$ cat src/rtl/fifo_uart_tx.sv
// rtl/fifo_uart_tx.sv - UART transmitter that pops words from a FIFO and frames them.
// Optional even-parity bit enabled by defining UART_TX_PARITY_EN.
module fifo_uart_tx #(
  parameter int WIDTH        = 8,
  parameter int CLKS_PER_BIT = 16
) (
  input  logic             clock,
  input  logic             reset,
  input  logic             enable,
  input  logic             fifo_empty,
  input  logic [WIDTH-1:0] fifo_data,
  output logic             fifo_pop,
  output logic             tx,
  output logic             busy
);

  localparam int CW = $clog2(CLKS_PER_BIT);
  localparam int IW = $clog2(WIDTH) + 1;

  localparam logic [CW-1:0] BIT_LAST = CW'(CLKS_PER_BIT - 1);
  localparam logic [IW-1:0] IDX_LAST = IW'(WIDTH - 1);

  localparam logic [2:0] S_IDLE   = 3'd0;
  localparam logic [2:0] S_POP    = 3'd1;
  localparam logic [2:0] S_LOAD   = 3'd2;
  localparam logic [2:0] S_START  = 3'd3;
  localparam logic [2:0] S_DATA   = 3'd4;
  localparam logic [2:0] S_STOP   = 3'd5;
`ifdef UART_TX_PARITY_EN
  localparam logic [2:0] S_PARITY = 3'd6;
`endif

  logic [2:0]       state;
  logic [CW-1:0]    bit_cnt;
  logic [IW-1:0]    bit_idx;
  logic [WIDTH-1:0] shreg;
  logic             bit_end;
`ifdef UART_TX_PARITY_EN
  logic             parity_bit;
`endif

  assign bit_end = (bit_cnt == BIT_LAST);

  always_ff @(posedge clock) begin
    if (reset) begin
      state   <= S_IDLE;
      bit_cnt <= '0;
      bit_idx <= '0;
      shreg   <= '0;
`ifdef UART_TX_PARITY_EN
      parity_bit <= 1'b0;
`endif
    end else begin
      case (state)
        S_IDLE: begin
          if (enable && !fifo_empty) state <= S_POP;
        end
        S_POP: begin
          state <= S_LOAD;
        end
        // FIFO output register is valid one cycle after the pop edge
        S_LOAD: begin
          shreg   <= fifo_data;
          bit_cnt <= '0;
          bit_idx <= '0;
`ifdef UART_TX_PARITY_EN
          parity_bit <= ^fifo_data;
`endif
          state   <= S_START;
        end
        S_START: begin
          if (bit_end) begin
            bit_cnt <= '0;
            state   <= S_DATA;
          end else begin
            bit_cnt <= bit_cnt + 1'b1;
          end
        end
        S_DATA: begin
          if (bit_end) begin
            bit_cnt <= '0;
            shreg   <= shreg >> 1;
            if (bit_idx == IDX_LAST) begin
              bit_idx <= '0;
`ifdef UART_TX_PARITY_EN
              state   <= S_PARITY;
`else
              state   <= S_STOP;
`endif
            end else begin
              bit_idx <= bit_idx + 1'b1;
            end
          end else begin
            bit_cnt <= bit_cnt + 1'b1;
          end
        end
`ifdef UART_TX_PARITY_EN
        S_PARITY: begin
          if (bit_end) begin
            bit_cnt <= '0;
            state   <= S_STOP;
          end else begin
            bit_cnt <= bit_cnt + 1'b1;
          end
        end
`endif
        S_STOP: begin
          if (bit_end) begin
            bit_cnt <= '0;
            state   <= S_IDLE;
          end else begin
            bit_cnt <= bit_cnt + 1'b1;
          end
        end
        default: begin
          state <= S_IDLE;
        end
      endcase
    end
  end

  // Outputs decode the registered state, so reset forces idle values on the next edge
  always_comb begin
    tx = 1'b1;
    case (state)
      S_START:  tx = 1'b0;
      S_DATA:   tx = shreg[0];
`ifdef UART_TX_PARITY_EN
      S_PARITY: tx = parity_bit;
`endif
      default:  tx = 1'b1;
    endcase
  end

  assign fifo_pop = (state == S_POP) && !fifo_empty;
  assign busy     = (state != S_IDLE);

endmodule

$ cat config.mk
export PLATFORM = sky130hd
export DESIGN_NAME = fifo_uart_tx
export DESIGN_NICKNAME = d
export VERILOG_FILES = /design/src/rtl/fifo_uart_tx.sv
export SDC_FILE = /design/constraint.sdc
export NUM_CORES = 1
export LEC_CHECK = 0
export CORE_MARGIN = 8
export CORE_UTILIZATION = 56
export DETAILED_ROUTE_END_ITERATION = 10
export GPL_TIMING_DRIVEN = 0
export PLACE_DENSITY = 0.82
export SETUP_SLACK_MARGIN = 0.15
export SLEW_MARGIN = 5
export SYNTH_ARGS = -nofsm -noshare
export SYNTH_HDL_FRONTEND = slang
export SYNTH_SLANG_ARGS = --single-unit
$ cat constraint.sdc
create_clock -name clock -period 4.1 [get_ports clock]
set_clock_uncertainty 0.2 [all_clocks]
set_input_delay 1.025 -clock clock [delete_from_list [all_inputs] [get_ports clock]]
set_output_delay 1.025 -clock clock [all_outputs]
set_load 0.005 [all_outputs]
Word-level counts from Yosys, hierarchy flattened --
Cells that the tools add are included.
Cells by class: add/subtract/negate cells 2, multiply operators 0, div/mod/pow operators 0, order comparisons 0, equal/unequal tests 12, shifts and indexed selects 0, muxes and demuxes 14, bitwise operators 0, reductions and logical operators 10
Operator list (number):
- case mux 3 bit (6 select lines) | 1
- case mux 4 bit (2 select lines) | 2
- case mux 8 bit (2 select lines) | 1
- two-way mux 3 bit | 5
- two-way mux 4 bit | 3
- inequality test 2 bit (second input constant) | 5
- adder 4 x 1 -> 4 bit (second input constant) | 2
- two-way mux 8 bit | 1
- equality test 3 x 2 -> 1 bit (second input constant) | 2
- equality test 3 bit (second input constant) | 2
- AND reduction 5 bit | 1
- equality test 4 x 3 -> 1 bit (second input constant) | 1
- equality test 4 bit (second input constant) | 1
- nonzero test 2 bit | 2
- equality test 3 x 1 -> 1 bit (second input constant) | 1
- logical NOT 3 bit | 1
- nonzero test 3 bit | 1
- OR reduction 3 bit | 1
- logical AND 1 bit | 2
- case mux 1 bit (2 select lines) | 1
- AND reduction 2 bit | 1
- logical NOT 1 bit | 1
Word-level totals: flip-flop bits (word level) 19, bits in latches 0, memory bits (writable) 0, memory bits (read-only) 0, bits of input ports 12, output and inout port bits 3, word-level logic and storage cells 42, memories 0

Longest topological paths before layout --
Gate-level depths: netlist (run 1).
depth in word-level cells 4, depth in mapped cells 6, mapped depth without buffers 5

Worst setup path after synthesis (run 1) --
Ideal clock, no wire load.
kind input to output, from in fifo_empty, to out fifo_pop, arrival time 1.217 ns, slack 1.658 ns, cell stages on the path 1, buffers on the path 0, cell sequence nor3_1
On the way: word-level cells in the longest chain between the ends 2
Ends and longest elaborated chain:
- start: declaration | RTL line 10 | input logic fifo_empty,
- logical NOT 1 bit | RTL line 135 | assign fifo_pop = (state == S_POP) && !fifo_empty;
- logical AND 1 bit | RTL line 135
- end: declaration | RTL line 12 | output logic fifo_pop,
Every way passes these cells.

Worst setup path in the final report (run 1) --
Same ends and word-level chain as after synthesis.

==> impl_metrics.ini, run 1 <==
[run_status]
status = finished clean

[synth]
ys_warn_count = 0
yosys_register_bits = 19
yosysSeqAreaShare_pct = 36.4
synth_cells = 134
syn_nets = 148
synth_area_mm2 = 0.00105
async_reset_ff_share_pct = 0
synth-main-ff-cell = dfxtp_1
synth_edf_count = 0
syn_avg_cell_area_um2 = 7.81
synth.distinct_cells = 32

[placement]
place_congestion = 0.832
place_ws_ns = 0.713
dp_hpwl_um = 1750
io_buffers = 13
dpl_cell_area_mm2 = 0.00121

[hold_path]
min_path_type = flip-flop to flip-flop
holdPathEnd = shreg[3]
min_from = shreg[4]
hold_depth = 2

[layout]
final_util_pct = 70.8
design_area_mm2 = 0.00123
areaGrowthSynthToFinish_pct = 18.1
fillers = 146
layout-drive-gt1-share_pct = 6.62
multi_input_area_um2 = 606
nets = 166
final_common_cell = nand2_1
num_antenna_cells = 0
regArea_um2 = 380
final_cell_mix = nand2_1, dfxtp_1, nor2_1, clkdlybuf4s50_1, a21oi_1

[floorplan]
pin_count = 15
die-width_um = 59.2
dieArea_mm2 = 0.00351
row_count = 15
core_area_mm2 = 0.00175
initial_core_util_pct = 59.9
die_h_um = 59.2

[detailed_routing]
drc_errors = 0
antenna_left = 0
drt_wl_total_um = 2370
firstDrtPassIters = 4
via_per_inst = 5.84
post_drt_wl_per_cell_um = 13.5
drtIter0Drc = 34
via_count = 1027

[worst_setup_path]
critPathKind = input port to output pin
path_common_cell = clkdlybuf4s50_1
cp.arrival_ns = 2.18
ff2ff_setup_slack_ns = 2.06
cpPeakStageDelay_ns = 0.54
endpoint_kind = output pin
critPathLaunchType = input port
critPathRequiredTime_ns = 2.87
crit_path_cell_trace = clkdlybuf4s50_1, nor3_1, clkdlybuf4s50_1
crit-reg2reg-launch = bit_cnt[0]
cp_top_family = buffers and inverters
r2r_cells = 6
worstReg2RegEnd = bit_idx[2]
critPathBufInv = 2
cp_max_fo = 2
cp_slowest_cell = clkdlybuf4s50_1

[flow_run]
maxCapViolations = 0

[clock_network]
cts_num_sinks = 19
cts_setup_buffers = 0
clk_pin_slew_ns = 0.12
hold_buffers = 0
clockBufferDepth = 2
clk_latency_ns = 0.31
cts_tree = built
htree_levels = 1
cts_root_buf = clkbuf_4
ctsResizeCount = 0
numCtsBuffers = 3

[pwr]
p_per_area_mw_per_mm2 = 294
power_frac_clock_pct = 26.7
total_leakage_power_nw = 0.424
p_switching_w = 0.0000997
power.share.switching_pct = 27.5
peakVddDrop_mv = 0.232
p_int_w = 0.000263
comb_power_share_pct = 17.6
p_total_w = 0.000363
p_seq_share_pct = 55.7

[global_route]
antenna_found_initial = 0
grt_max_degree = 12
overflow = 0
grtUsageTotal_pct = 14.4
grt_first_pass_wirelength_um = 4060
grt_pass1_vias = 949

[timing]
drv_slew = 0
relSlewSlack_pct = 67.5
min_period_ns = 3.40
hold_viol = 0
finalSetupViolations = 0
max_freq_mhz = 294
post-route-period-util_pct = 83.0
tns_ns = 0
worst_pin_slew_ns = 0.487
rsz0062_at_grt = false
setup_slack_ns = 0.698
[power groups by stage]
| stage | combinational (W) | clock, W | sequential, W |
|---|---|---|---|
| after global placement | 0.0000620 | 0 | 0.000206 |
| final | 0.0000640 | 0.0000969 | 0.000202 |
| after CTS | 0.0000639 | 0.0000974 | 0.000202 |
| after detailed placement | 0.0000636 | 0 | 0.000206 |
| after floorplan | 0.0000418 | 0 | 0.000204 |
| after global routing | 0.0000706 | 0.000106 | 0.000204 |
[cells by family after synthesis]
group / share of synthesized area [%]
compound gates: 24.8
fa+ha+maj: 2.39
buf+inv: 5.74
flops: 36.4
mux: 0.957
simple gates: 29.8
[stage by stage]
stage / instances / hold slack, ns
6_report: 176 / 0.286
5_1_grt: 176 / 0.312
4_1_cts: 176 / 0.287
3_5_place_dp: 172 / 0.270
3_3_place_gp: 172 / 0.263
2_1_floorplan: 134 / 0.249
[final cells by class]
type	instances	share of cell area (%)
clock buffers	3	1.82
well taps	25	2.53
clock inverters	1	0.405
inverters	2	0.608
multi-input cells	103	49.0
plain buffers	10	4.26
flip-flops and latches	19	30.8
repair buffers	13	10.5
[synth_stat cells, drive strengths merged (3+ instances only)]
cell type	count	share of area (%)
nand2	23	8.3
dfxtp	19	36
nor2	14	5.0
a21oi	10	4.8
nand3	9	4.3
a311oi	8	7.3
clkbuf	8	2.9
nor3	5	2.4
o21ai	4	1.9
a211oi	3	2.2
a31oi	3	1.8
nor2b	3	1.8
[worst max-delay path by stage]
stage | startpoint | endpoint | slack (ns) | depth (start not counted)
floorplan | fifo_empty | fifo_pop | 1.66 | 1
global placement | fifo_empty | fifo_pop | 0.74 | 3
detailed placement | fifo_empty | fifo_pop | 0.71 | 3
CTS | fifo_empty | fifo_pop | 0.71 | 3
global route | state[2] | tx | 0.68 | 5
finish | fifo_empty | fifo_pop | 0.70 | 3
[worst reg2reg max path: cells and delay by family, from the launching register on]
| kind | cells | cell delay, ns |
|---|---|---|
| simple gates | 1 | 0.18 |
| flops | 1 | 0.48 |
| fa+ha+maj | 1 | 0.28 |
| buf+inv | 1 | 0.31 |
| compound gates | 3 | 0.46 |
[sequential cells by signal (all words and copies together), names as in the netlist]
signal / count
state: 3
shreg: 8
bit_idx: 4
bit_cnt: 4
[layer usage]
layer  GRT usage (%)  part of all wire (%)  vias to the layer above
met2            22.2                    46                       22
met4            2.73                  0.29                        0
met5               0                     0                        -
li1                -                     -                      520
met3            5.42                   5.9                        2
met1            18.6                    47                      483
No activity file was read; power rests on OpenSTA's default activity.
==> run 2, diff against run 1 <==
CORE_UTILIZATION = 52   (was 56)
PLACE_DENSITY = 0.77   (was 0.82)
clock period = 3.37 ns   (was 4.1 ns; I/O delays follow)
==> run 2 against run 1 <==
  * Clock power increased by 34%
  * Utilization decreased by 6.3 points
  * Worst hold slack got worse by 0.0041 ns
  * Global-route usage increased by 0.89 points
  * Die area increased by 5.6%
  * Via count increased by 1.7%
  * Count of clock-buffer cells in the layout unchanged
  * First-iteration DRC count decreased by 35%
  * Combinational power increased by 21%
  * Setup slack got worse by 0.34 ns
  * Largest cell class unchanged
  * Sequential share of layout area about the same
==> impl_metrics.ini, run 2 (synthesis gave the netlist of run 1 again) <==
[run_status]
status = finished clean

[worst_setup_path]
cpPeakStageDelay_ns = 0.53
critPathLaunchType = input port
endpoint_kind = output pin
ff2ff_setup_slack_ns = 1.31
crit_path_cell_trace = clkdlybuf4s50_1, nor3_1, clkdlybuf4s50_1
critPathKind = input port to output pin
critPathBufInv = 2
cp_slowest_cell = clkdlybuf4s50_1
worst-path-stages = 3
crit-reg2reg-launch = bit_cnt[0]
cp_top_family = buffers and inverters
path_common_cell = clkdlybuf4s50_1
startpoint = fifo_empty
cp_max_fo = 2
setup.worst_path.end = fifo_pop
worstReg2RegEnd = bit_idx[2]
critPathRequiredTime_ns = 2.33
cp.arrival_ns = 1.97
r2r_cells = 6

[layout]
final_cells = 177
layout-drive-gt1-share_pct = 8.00
final_common_cell = nand2_1
design_area_mm2 = 0.00124
areaGrowthSynthToFinish_pct = 18.4
reg_top3 = shreg (8), bit_cnt (4), bit_idx (4)
nets = 165
num_antenna_cells = 0
final_cell_mix = nand2_1, dfxtp_1, nor2_1, clkdlybuf4s50_1, a21oi_1
regMostFlops = shreg
largest_reg_flops = 8

[clock_network]
cts_root_buf = clkbuf_4
numCtsBuffers = 3
clockBufferDepth = 2
clk_pin_slew_ns = 0.13
cts_tree = built
clk_latency_ns = 0.32
cts_setup_buffers = 0
htree_levels = 1
cts_num_sinks = 19

[floorplan]
initial_core_util_pct = 54.4
die-width_um = 60.9
die_h_um = 60.9
dieArea_mm2 = 0.00370
core_area_mm2 = 0.00192
row_count = 16
pin_count = 15

[detailed_routing]
antenna_left = 0
via_count = 1044
drt_wl_total_um = 2400
drtIter0Drc = 22
via_per_inst = 5.90
post_drt_wl_per_cell_um = 13.6
drc_errors = 0
firstDrtPassIters = 4

[pwr]
power.share.switching_pct = 28.9
comb_power_share_pct = 17.1
peakVddDrop_mv = 0.286
p_seq_share_pct = 54.3
p_switching_w = 0.000131
p_int_w = 0.000322
total_leakage_power_nw = 0.423
power_frac_clock_pct = 28.6
p_per_area_mw_per_mm2 = 366

[timing]
tns_ns = 0
relSlewSlack_pct = 67.6
min_period_ns = 3.01
finalSetupViolations = 0
max_freq_mhz = 332
post-route-period-util_pct = 89.4
setup_slack_ns = 0.357
drv_slew = 0
rsz0062_at_grt = false
worst_pin_slew_ns = 0.486
hold_viol = 0

[hold_path]
min_from = bit_idx[1]
min_path_type = flip-flop to flip-flop

[global_route]
grt_first_pass_wirelength_um = 4420
grtUsageTotal_pct = 15.3
overflow = 0
antenna_found_initial = 0
grt_max_degree = 13
grt_pass1_vias = 1030

[placement]
place_congestion = 0.878
placedCellCount = 174
io_buffers = 13
place_ws_ns = 0.351
dpl_cell_area_mm2 = 0.00121
dp_hpwl_um = 1780

[flow_run]
maxCapViolations = 0
[run 2: worst register-to-register path: cells and delay by family, from the launching register on]
kind / cells / cell delay [ns]
AO/OA/AOI/OAI: 3 / 0.48
flip-flops: 1 / 0.48
buffers and inverters: 1 / 0.33
adder cells (fa/ha/maj): 1 / 0.28
AND/OR/NAND/NOR: 1 / 0.18
[run 2: cell type report]
cell class,instances,area (um^2)
plain buffers,9,50.0
clock buffers,3,22.5
clock inverters,1,7.51
fillers,193,683
inverters,2,7.51
multi-input cells,103,606
flip-flops and latches,19,382
well taps,27,33.8
repair buffers,13,130
[run 2: worst min path at each step]
stage | to | slack, ns | depth (start not counted)
2_1_floorplan | bit_idx[1] | 0.25 | 2
3_3_place_gp | bit_idx[1] | 0.26 | 2
3_5_place_dp | bit_idx[1] | 0.27 | 2
4_1_cts | bit_idx[1] | 0.29 | 2
5_1_grt | shreg[0] | 0.31 | 2
6_report | bit_idx[1] | 0.28 | 2
[run 2: metrics by stage]
step	hold WS, ns	util [%]	power [W]
after floorplan	0.249	-	0.000299
final	0.282	64.5	0.000453
after detailed placement	0.268	63.0	0.000328
after CTS	0.286	64.5	0.000455
after global routing	0.310	64.5	0.000474
after global placement	0.259	63.0	0.000326
[run 2: what timing repair did]
action                     in CTS  in global routing
resized for setup               0                  3
setup endpoints to repair       0                  1
hold buffers                    0                  0
[run 2: power by group through the flow]
stage | combinational (W) | clock [W] | sequential [W]
floorplan | 0.0000509 | 0 | 0.000249
global placement | 0.0000753 | 0 | 0.000250
detailed placement | 0.0000771 | 0 | 0.000251
CTS | 0.0000776 | 0.000132 | 0.000246
global route | 0.0000876 | 0.000139 | 0.000248
finish | 0.0000774 | 0.000130 | 0.000246
[run 2: layer usage]
| metal | routed length (um) | GRT usage, % |
|---|---|---|
| met1 | 1090 | 18.2 |
| met2 | 1170 | 25.5 |
| met3 | 92 | 2.33 |
| met4 | 51 | 8.64 |
| met5 | 0 | 0 |
